### config.mk
export PLATFORM = sky130hd
export DESIGN_NAME = bsg_packed_cmd_arbiter
export DESIGN_NICKNAME = d
export VERILOG_FILES = /design/src/rtl/bsg_packed_cmd_arbiter_pkg.sv /design/src/rtl/bsg_arb_round_robin.sv /design/src/rtl/bsg_packed_cmd_arbiter.sv
export SDC_FILE = /design/constraint.sdc
export NUM_CORES = 1
export LEC_CHECK = 0
export ABC_AREA = 1
export BUFFER_PORTS_ARGS = -buffer_cell sky130_fd_sc_hd__buf_2
export CORE_AREA = 2 2 83 85
export DETAILED_ROUTE_END_ITERATION = 12
export DIE_AREA = 0 0 85 87
export PLACE_DENSITY = 0.8
export SLEW_MARGIN = 20
export SYNTH_ARGS = -nofsm -noshare
export SYNTH_HDL_FRONTEND = slang
export SYNTH_SLANG_ARGS = --single-unit
### constraint.sdc
create_clock -name clk_i -period 1.9 [get_ports clk_i]
set_input_delay 0.38 -clock clk_i [delete_from_list [all_inputs] [get_ports clk_i]]
set_output_delay 0.38 -clock clk_i [all_outputs]
set_load 0.05 [all_outputs]
### src/rtl/bsg_packed_cmd_arbiter_pkg.sv
// Shared types for the packed-command arbiter and the store packer.
// Command layout: {write_not_read, addr[22:0], data[7:0]}.
package bsg_packed_cmd_arbiter_pkg;

    localparam int cmd_width_lp = 32;

    typedef enum logic [1:0] {
        e_idle,
        e_send,
        e_wait,
        e_err
    } arb_state_e;

    typedef struct packed {
        logic        write_not_read;
        logic [22:0] addr;
        logic [7:0]  data;
    } packed_cmd_s;

    function automatic logic cmd_is_write(packed_cmd_s cmd);
        return cmd.write_not_read;
    endfunction

endpackage

### src/rtl/bsg_arb_round_robin.sv
// Round-robin arbiter. The search starts at the index after the last grant;
// the pointer only advances when the caller accepts the grant.
module bsg_arb_round_robin #(
    parameter  int num_req_p = 2,
    localparam int idx_w_lp  = (num_req_p > 1) ? $clog2(num_req_p) : 1
) (
    input  logic                 clk_i,
    input  logic                 aresetn_i,
    input  logic [num_req_p-1:0] reqs_i,
    input  logic                 yumi_i,
    output logic [num_req_p-1:0] grants_o,
    output logic [idx_w_lp-1:0]  grant_idx_o,
    output logic                 v_o
);

    logic [idx_w_lp-1:0] ptr_r;
    logic [idx_w_lp-1:0] cand;

    always_comb begin
        grants_o    = '0;
        grant_idx_o = '0;
        v_o         = 1'b0;
        cand        = '0;
        for (int i = 0; i < num_req_p; i++) begin
            cand = idx_w_lp'((int'(ptr_r) + i) % num_req_p);
            if (!v_o && reqs_i[cand]) begin
                v_o            = 1'b1;
                grant_idx_o    = cand;
                grants_o[cand] = 1'b1;
            end
        end
    end

    always_ff @(posedge clk_i or negedge aresetn_i) begin
        if (!aresetn_i) begin
            ptr_r <= '0;
        end else if (yumi_i && v_o) begin
            ptr_r <= (grant_idx_o == idx_w_lp'(num_req_p - 1)) ? '0 : grant_idx_o + 1'b1;
        end
    end

endmodule

### src/rtl/bsg_packed_cmd_arbiter.sv
// Arbitrates packed commands from several requesters onto one downstream
// channel, one transaction in flight, with a read-response timeout.
//   state  | meaning
//   e_idle | waiting for a request; stray downstream responses are dropped
//   e_send | presenting the latched command downstream
//   e_wait | passing the read response through to the granted requester
//   e_err  | returning err_data_p after a read timeout
module bsg_packed_cmd_arbiter
    import bsg_packed_cmd_arbiter_pkg::*;
#(
    parameter int          num_req_p  = 2,
    parameter int          timeout_p  = 1024,
    parameter logic [31:0] err_data_p = 32'hDEAD_BEEF
) (
    input  logic                       clk_i,
    input  logic                       aresetn_i,
    input  logic [num_req_p-1:0][31:0] req_data_i,
    input  logic [num_req_p-1:0]       req_v_i,
    output logic [num_req_p-1:0]       req_ready_o,
    output logic [31:0]                rsp_data_o,
    output logic [num_req_p-1:0]       rsp_v_o,
    input  logic [num_req_p-1:0]       rsp_ready_i,
    output logic [31:0]                cmd_data_o,
    output logic                       cmd_v_o,
    input  logic                       cmd_ready_i,
    input  logic [31:0]                cmd_data_i,
    input  logic                       cmd_v_i,
    output logic                       cmd_ready_o,
    output logic                       timeout_o
);

    localparam int idx_w_lp = (num_req_p > 1) ? $clog2(num_req_p) : 1;
    localparam int cnt_w_lp = $clog2(timeout_p) + 1;
    localparam logic [cnt_w_lp-1:0] cnt_last_lp = cnt_w_lp'(timeout_p - 1);

    arb_state_e            state_r, state_n;
    logic [idx_w_lp-1:0]   grant_r;
    packed_cmd_s           cmd_r;
    logic [cnt_w_lp-1:0]   cnt_r;
    logic                  timeout_r;
    logic                  set_timeout;

    logic [num_req_p-1:0]  arb_grants;
    logic [idx_w_lp-1:0]   arb_idx;
    logic                  arb_v;
    logic                  in_idle;

    assign in_idle = (state_r == e_idle);

    bsg_arb_round_robin #(
        .num_req_p (num_req_p)
    ) u_arb (
        .clk_i       (clk_i),
        .aresetn_i   (aresetn_i),
        .reqs_i      (req_v_i),
        .yumi_i      (in_idle),
        .grants_o    (arb_grants),
        .grant_idx_o (arb_idx),
        .v_o         (arb_v)
    );

    always_ff @(posedge clk_i or negedge aresetn_i) begin
        if (!aresetn_i) begin
            state_r   <= e_idle;
            grant_r   <= '0;
            cmd_r     <= '0;
            cnt_r     <= '0;
            timeout_r <= 1'b0;
        end else begin
            state_r <= state_n;
            if (in_idle && arb_v) begin
                grant_r <= arb_idx;
                cmd_r   <= req_data_i[arb_idx];
            end
            // Cleared while sending so a fresh read wait always starts at zero.
            if (state_r == e_send) begin
                cnt_r <= '0;
            end else if (state_r == e_wait && !cmd_v_i && cnt_r != '1) begin
                cnt_r <= cnt_r + 1'b1;
            end
            if (set_timeout) begin
                timeout_r <= 1'b1;
            end
        end
    end

    always_comb begin
        state_n     = state_r;
        req_ready_o = '0;
        cmd_v_o     = 1'b0;
        cmd_data_o  = cmd_r;
        rsp_v_o     = '0;
        rsp_data_o  = '0;
        cmd_ready_o = 1'b0;
        set_timeout = 1'b0;

        case (state_r)
            e_idle: begin
                req_ready_o = arb_grants;
                cmd_ready_o = 1'b1;
                set_timeout = cmd_v_i;
                if (arb_v) begin
                    state_n = e_send;
                end
            end
            e_send: begin
                cmd_v_o = 1'b1;
                if (cmd_ready_i) begin
                    state_n = cmd_is_write(cmd_r) ? e_idle : e_wait;
                end
            end
            e_wait: begin
                rsp_v_o[grant_r] = cmd_v_i;
                rsp_data_o       = cmd_data_i;
                cmd_ready_o      = rsp_ready_i[grant_r];
                if (cmd_v_i && rsp_ready_i[grant_r]) begin
                    state_n = e_idle;
                end else if (!cmd_v_i && cnt_r == cnt_last_lp) begin
                    state_n     = e_err;
                    set_timeout = 1'b1;
                end
            end
            e_err: begin
                rsp_v_o[grant_r] = 1'b1;
                rsp_data_o       = err_data_p;
                if (rsp_ready_i[grant_r]) begin
                    state_n = e_idle;
                end
            end
            default: begin
                state_n = e_idle;
            end
        endcase
    end

    assign timeout_o = timeout_r;

endmodule

==> metrics.cfg, run 1 <==
[timing]
tightest_slew_ns=0.336
fmax_ghz=0.551
finalMaxSlewViolations=0
fin_skew_ns=0.00738
timing_hold_violations_final=0
finalWorstSetupSlack_ns=0.0842
finalCritPeriodShare_pct=95.6
finalSetupViolations=0
rsz0062_at_grt=no
min_period_ns=1.82
maxSlewHeadroom_pct=77.6

[cells_and_area]
syn_to_final_growth_pct=40.3
nets=668
final_util_pct=58.6
diodes=0
stdcell_count=644
drive_above_1_share_pct=39.0

[synthesis]
yosys-top-cells-count=146 x nand2_1, 70 x nor2_1, 48 x dfrtp_1
synth_top_area_share_pct=43.8
yosys_most_used_dff=dfrtp_1
yosys_warnings=0
synth_area_leader_cell=dfrtp_1
synth.most_common_cell=nand2_1
synth-edff-count=0
synth_cells=391
yosysUniqueCellTypes=27
synth_area_leaders=dfrtp_1 44%, nand2_1 20%, nor2_1 9.6%, nand3_1 7.7%, inv_1 3.1%
async_reset_ff_share_pct=100
yosysSeqAreaShare_pct=43.8
ys_ff_latch=48
syn-num-nets=496
syn_area_sq_um=2740
synth.avg_cell_area_sq_um=7.01

[clock_network]
cts_made_buffers=5
cts_max_level=2
post_cts_buffers=0
clock_path_buffers=2
cts_root_buf=clkbuf_8
clkLatencyLatePin_ns=0.30
cts_tree=built
cts.sinks=48
clk_pin_slew_worst_paths_ns=0.09

[floorplan]
die_h_microns=87
initial_core_util_pct=41.8
dieArea_sq_um=7400
pin_count=175
coreArea_sq_um=6570
fp.dieW_microns=85
rows=30

[worst_setup_path]
critPathTopFamily=buffers and inverters
cp_slowest_stage_delay_ns=0.45
criticalPathCategory=register to output pin
path_buf_inv=3
r2r_slack_ns=0.30
cp_max_fo=24
r2r_start=cnt_r[0]$_DFFE_PN0P_
arrival_ns=1.44
crit_path_end_kind=output pin
r2r-end=cnt_r[0]$_DFFE_PN0P_
ff2ff_path_depth=8
required_ns=1.52
startpoint_type=register
path_cells=inv_2 -> buf_8 -> nor2_1 -> clkbuf_4
crit_slowest_cell=dfrtp_2
critical_path_depth=4

[global_routing]
grt_pass1_vias=2917
antenna_found_initial=0
grt_util_all_layers_pct=20.1
grt_start_max_net_pins=49
grt_pass1_wl_microns=12200
gr-total-overflow=0

[power_and_ir_drop]
vdd_drop_max_v=0.00120
power_mw=7.52
power.density_nw_per_um2=1950
leakagePower_nw=2.20

[status]
status=complete, no violations

[route]
drtIter0Drc=102
routedWlPerCell_microns=11.8
via_per_inst=4.72
drc=0
drtPass1Iterations=4
totalWireLength_microns=7590
dr_total_vias=3042
detail-route-antenna-nets=0

[placed_design]
post-place-ws_ns=0.308
io_buffer_count=174
hpwl_microns=5770
globalplace.congestion=0.859
place_inst=636

[run]
maxCapViolations=0

[hold_path]
min_path_type=input pin to async pin

per-layer routing:
metal  up-vias  GRT usage, %  part of all wire (%)
met3         5          5.02                   8.4
met1      1345          21.8                    40
met5         -             0                     0
met2       132          39.2                    51
met4         0          4.47                  0.92
li1       1560             -                     -
state kept, by name, indices dropped and copies added (netlist names):
register and count:
grant_r 1, timeout_o 1, cnt_r 11, u_arb.ptr_r 1, cmd_data_o 32, state_r 2
kinds of logic after synthesis:
| family | share of synthesized area (%) |
|---|---|
| and+or+nand+nor | 43.8 |
| adders and majority gates | 0.456 |
| xor gates and xnor gates | 0.639 |
| buffers and inverters | 8.58 |
| AOI/OAI and AO/OA | 2.69 |
| DFF | 43.8 |
where the power goes:
| part | switching (mW) | internal (mW) |
|---|---|---|
| Clock | 0.345 | 0.431 |
| Combinational | 3.83 | 1.21 |
| Sequential | 0.272 | 1.43 |
| Total | 4.45 | 3.07 |
how the worst max path moves through the flow:
stage	from	end	slack (ns)
6_report	state_r[1]$_DFFE_PN0P_	rsp_data_o[2]	0.08
3_5_place_dp	state_r[1]$_DFFE_PN0P_	rsp_data_o[6]	0.31
4_1_cts	state_r[0]$_DFFE_PN0P_	rsp_v_o[0]	0.03
3_3_place_gp	state_r[0]$_DFFE_PN0P_	rsp_data_o[0]	0.32
5_1_grt	state_r[1]$_DFFE_PN0P_	rsp_data_o[2]	0.01
2_1_floorplan	state_r[1]$_DFFE_PN0P_	rsp_v_o[0]	-0.22
per-stage QoR:
step	area, sq um	TNS [ns]	hold slack, ns
2_1_floorplan	2770	-0.727	0.0844
3_3_place_gp	3680	0	0.392
5_1_grt	3850	0	0.0733
3_5_place_dp	3680	0	0.395
6_report	3850	0	0.0433
4_1_cts	3810	0	0.0642
what timing repair did:
action / in CTS / in global routing
setup endpoints to repair: 19 / 36
pin swaps: 0 / 0
gates resized for setup: 2 / 15
hold endpoints to repair: 0 / 0
cloned: 0 / 0
hold buffers: 0 / 0
area by class of cell:
| type | count | area, sq um |
|---|---|---|
| Fill cell | 599 | 2720 |
| Inverter | 30 | 115 |
| Multi-Input combinational cell | 297 | 1330 |
| Clock inverter | 2 | 38.8 |
| Tap cell | 80 | 100 |
| Clock buffer | 6 | 82.6 |
| Timing Repair Buffer | 181 | 977 |
| Sequential cell | 48 | 1200 |
cell usage in the layout (no fill, tap or decap), drive strengths merged:
cell type	instances
ha	1
buf	169
bufinv	1
or2	2
nand4	11
inv	29
clkinv	2
clkbuf	18
o21ai	7
nor2	75
a21oi	1
nand3	44
nor3	2
nand2	149
xor2	2
o21bai	3
dfrtp	48
No activity file was read; power rests on OpenSTA's default activity.
==> inputs of run 2 (changes only) <==
--- a/config.mk
+++ b/config.mk
@@ -5,11 +5,10 @@
 export SDC_FILE = /design/constraint.sdc
 export NUM_CORES = 1
 export LEC_CHECK = 0
-export ABC_AREA = 1
 export BUFFER_PORTS_ARGS = -buffer_cell sky130_fd_sc_hd__buf_2
-export CORE_AREA = 2 2 83 85
+export CORE_AREA = 2 2 81 83
 export DETAILED_ROUTE_END_ITERATION = 12
-export DIE_AREA = 0 0 85 87
+export DIE_AREA = 0 0 83 85
 export PLACE_DENSITY = 0.8
 export SLEW_MARGIN = 20
 export SYNTH_ARGS = -nofsm -noshare
==> run 2 against run 1 <==
Non-clock buffer count is 7 higher. Core utilization rose by 0.72 points. Clock skew up 0.0018 ns. Maximum frequency shrank 3.9%. Sequential power is essentially flat. Highest routed layer unchanged. Critical endpoint is now req_ready_o[1]. Final cell count fell by 24%.
==> metrics.cfg, run 2 <==
[worst_setup_path]
cp_slowest_stage_delay_ns=0.49  ; was 0.45 ns
startpoint_type=register  ; unchanged
arrival_ns=1.51  ; was 1.44 ns
cp_max_fo=11  ; was 24
ff2ff_path_depth=5  ; was 8
critical_path_depth=3  ; was 4
path_cells=nor2_2 -> and3_1 -> clkbuf_4  ; was inv_2 -> buf_8 -> nor2_1 -> clkbuf_4
crit_path_end_kind=output pin  ; unchanged
criticalPathCategory=register to output pin  ; unchanged
r2r-end=cnt_r[7]$_DFFE_PN0P_  ; was cnt_r[0]$_DFFE_PN0P_
r2r_start=state_r[1]$_DFFE_PN0P_  ; was cnt_r[0]$_DFFE_PN0P_
required_ns=1.52  ; about the same
critPathLaunch=state_r[0]$_DFFE_PN0P_  ; was state_r[1]$_DFFE_PN0P_
r2r_slack_ns=0.14  ; was 0.30 ns
endpoint=req_ready_o[1]  ; was rsp_data_o[2]
critPathTopFamily=flip-flops  ; was buffers and inverters
path_buf_inv=1  ; was 3
crit_slowest_cell=dfrtp_2  ; unchanged

[placed_design]
hpwl_microns=5590  ; was 5770 microns
io_buffer_count=174  ; unchanged
place_inst=482  ; was 636
globalplace.congestion=0.846  ; was 0.859

[synthesis]
yosys_most_used_dff=dfrtp_1  ; unchanged
yosys-top-cells-count=48 x dfrtp_1, 34 x a21o_1, 32 x a22o_1  ; was 146 x nand2_1, 70 x nor2_1, 48 x dfrtp_1
synth.avg_cell_area_sq_um=10.8  ; was 7.01 sq um
yosysUniqueCellTypes=44  ; was 27
synth.most_common_cell=dfrtp_1  ; was nand2_1
yosys_warnings=0  ; unchanged
syn-num-nets=342  ; was 496
syn_area_sq_um=2550  ; was 2740 sq um
synth_area_leaders=dfrtp_1 47%, a22o_1 11%, a21o_1 10%, o21a_1 7.1%, and2_1 2.0%  ; was dfrtp_1 44%, nand2_1 20%, nor2_1 9.6%, nand3_1 7.7%, inv_1 3.1%
synth_area_leader_cell=dfrtp_1  ; unchanged
yosysSeqAreaShare_pct=47.1  ; was 43.8%
async_reset_ff_share_pct=100  ; unchanged
synth-edff-count=0  ; unchanged
synth_top_area_share_pct=47.1  ; was 43.8%
synth_cells=237  ; was 391
ys_ff_latch=48  ; unchanged

[status]
status=complete, no violations  ; unchanged

[timing]
fin_skew_ns=0.00922  ; was 0.00738 ns
timing_hold_violations_final=0  ; unchanged
finalSetupViolations=0  ; unchanged
finalCritPeriodShare_pct=99.4  ; was 95.6%
min_period_ns=1.89  ; was 1.82 ns
rsz0062_at_grt=yes  ; was no
tightest_slew_ns=0.447  ; was 0.336 ns
fin_tns_setup_ns=0  ; unchanged
finalMaxSlewViolations=0  ; unchanged
maxSlewHeadroom_pct=70.2  ; was 77.6%
fmax_ghz=0.530  ; was 0.551 GHz

[run]
maxCapViolations=0  ; unchanged

[floorplan]
dieArea_sq_um=7060  ; was 7400 sq um
coreArea_sq_um=6200  ; was 6570 sq um
rows=29  ; was 30
initial_core_util_pct=41.1  ; was 41.8%
die_h_microns=85  ; was 87 microns
fp.dieW_microns=83  ; was 85 microns
pin_count=175  ; unchanged

[cells_and_area]
nFillCells=529  ; was 599
drive_above_1_share_pct=51.2  ; was 39.0%
stdcell_count=491  ; was 644
largest_register_ffs=32  ; unchanged
diodes=0  ; unchanged
final_common_cell=buf_2  ; unchanged
syn_to_final_growth_pct=44.2  ; was 40.3%
final_cell_mix=168 x buf_2, 47 x dfrtp_1, 34 x a21o_1  ; was 162 x buf_2, 146 x nand2_1, 60 x nor2_1
nets=518  ; was 668

[global_routing]
grt_pass1_vias=2459  ; was 2917
grt_util_all_layers_pct=20.2  ; was 20.1%
use_met3_pct=5.25  ; was 5.02%
grt_start_max_net_pins=34  ; was 49
busiest_layer=met2  ; unchanged
grt_use_met2_pct=35.4  ; was 39.2%
grt_pass1_wl_microns=11600  ; was 12200 microns
met1_usage_pct=25.2  ; was 21.8%
antenna_found_initial=0  ; unchanged
gr-total-overflow=0  ; unchanged

[route]
routedWlPerCell_microns=15.0  ; was 11.8 microns
totalWireLength_microns=7350  ; was 7590 microns
detail-route-antenna-nets=0  ; unchanged
dr_total_vias=2634  ; was 3042
drtIter0Drc=129  ; was 102
via_per_inst=5.36  ; was 4.72
drc=0  ; unchanged
drtPass1Iterations=4  ; unchanged

[clock_network]
clock_path_buffers=2  ; unchanged
clkLatencyLatePin_ns=0.30  ; about the same
cts_max_level=2  ; unchanged
cts.sinks=48  ; unchanged
cts_made_buffers=5  ; unchanged
clk_pin_slew_worst_paths_ns=0.09  ; about the same
cts_tree=built  ; unchanged
hold_buffers=0  ; unchanged
cts_root_buf=clkbuf_8  ; unchanged

[power_and_ir_drop]
leakagePower_nw=2.11  ; was 2.20 nW
power.density_nw_per_um2=2000  ; was 1950 nW/um^2
vdd_drop_max_v=0.00114  ; was 0.00120 V

[hold_path]
min_path_type=input pin to async pin  ; unchanged

==> run 2: cell count changes after synthesis, moves of 5 or more <==
| cell | before | now |
|---|---|---|
| clkbuf_1 | 4 | 12 |
| buf_6 | 6 | 1 |
| o31ai_1 | 0 | 6 |
| o21a_1 | 0 | 24 |
| a22o_1 | 0 | 32 |
| nand2_1 | 146 | 7 |
| nand4_1 | 11 | 2 |
| nor2_1 | 70 | 8 |
| nand3_1 | 42 | 1 |
| a21o_1 | 0 | 34 |
| and2_1 | 0 | 8 |
| inv_1 | 23 | 5 |
| inv_2 | 5 | 0 |
==> run 2: layer usage <==
layer	share of wire (%)	wire length [microns]
met3	8.3	611
met4	1.2	87
met2	49	3600
met1	41	3050
met5	0	0
==> run 2: logic make-up (layout without fill, tap and decap cells) <==
group / count (synthesis) / in the layout / share of synthesized area (%)
and+or+nand+nor: 43 / 43 / 10.4
AOI/OAI and AO/OA: 118 / 118 / 36.7
adders and majority gates: 1 / 1 / 0.490
muxes: 1 / 1 / 0.392
xor gates and xnor gates: 2 / 2 / 0.687
buffers and inverters: 24 / 201 / 4.22
DFF: 48 / 48 / 47.1
==> run 2: where the power goes <==
group / leakage, nW / switching (mW) / internal [mW]
clock: 0.0522 / 0.357 / 0.305
combinational: 1.46 / 3.53 / 1.49
sequential: 0.606 / 0.275 / 1.41
total: 2.11 / 4.16 / 3.20
==> run 2: stage by stage <==
step	power, mW	cell area (sq um)	hold slack [ns]	worst slack, ns	utilization [%]
6_report	7.36	3680	0.00739	0.0114	59.3
5_1_grt	7.77	3680	0.0259	-0.0638	59.3
4_1_cts	7.42	3660	0.0132	0.00135	59.1
3_5_place_dp	6.70	3550	0.350	0.179	57.2
3_3_place_gp	6.62	3550	0.347	0.239	57.2
2_1_floorplan	5.51	2560	0.0844	0.0481	-
==> run 2: what timing repair did <==
action | in CTS | in global routing
setup buffers | 0 | 1
pin swaps | 0 | 1
endpoints found under the hold margin | 0 | 0
cloned | 0 | 0
resized for setup | 7 | 6
setup endpoints to repair | 33 | 35
==> run 2: worst min path at each step <==
stage,startpoint,endpoint,slack (ns),depth (start not counted)
finish,aresetn_i,cmd_data_o[9]$_DFFE_PN0P_,0.007,1
global route,aresetn_i,cmd_data_o[9]$_DFFE_PN0P_,0.03,1
CTS,aresetn_i,cmd_data_o[11]$_DFFE_PN0P_,0.01,1
detailed placement,aresetn_i,cmd_data_o[11]$_DFFE_PN0P_,0.35,1
global placement,aresetn_i,cmd_data_o[11]$_DFFE_PN0P_,0.35,1
floorplan,aresetn_i,cmd_data_o[0]$_DFFE_PN0P_,0.08,0
==> run 2: area by class of cell <==
cell class / count / area (sq um) / share of cell area (%)
Clock buffer: 6 / 82.6 / 2.24
Clock inverter: 2 / 17.5 / 0.476
Inverter: 5 / 18.8 / 0.510
Multi-Input combinational cell: 165 / 1260 / 34.2
Sequential cell: 48 / 1200 / 32.7
Tap cell: 77 / 96.3 / 2.62
Timing Repair Buffer: 188 / 1000 / 27.3
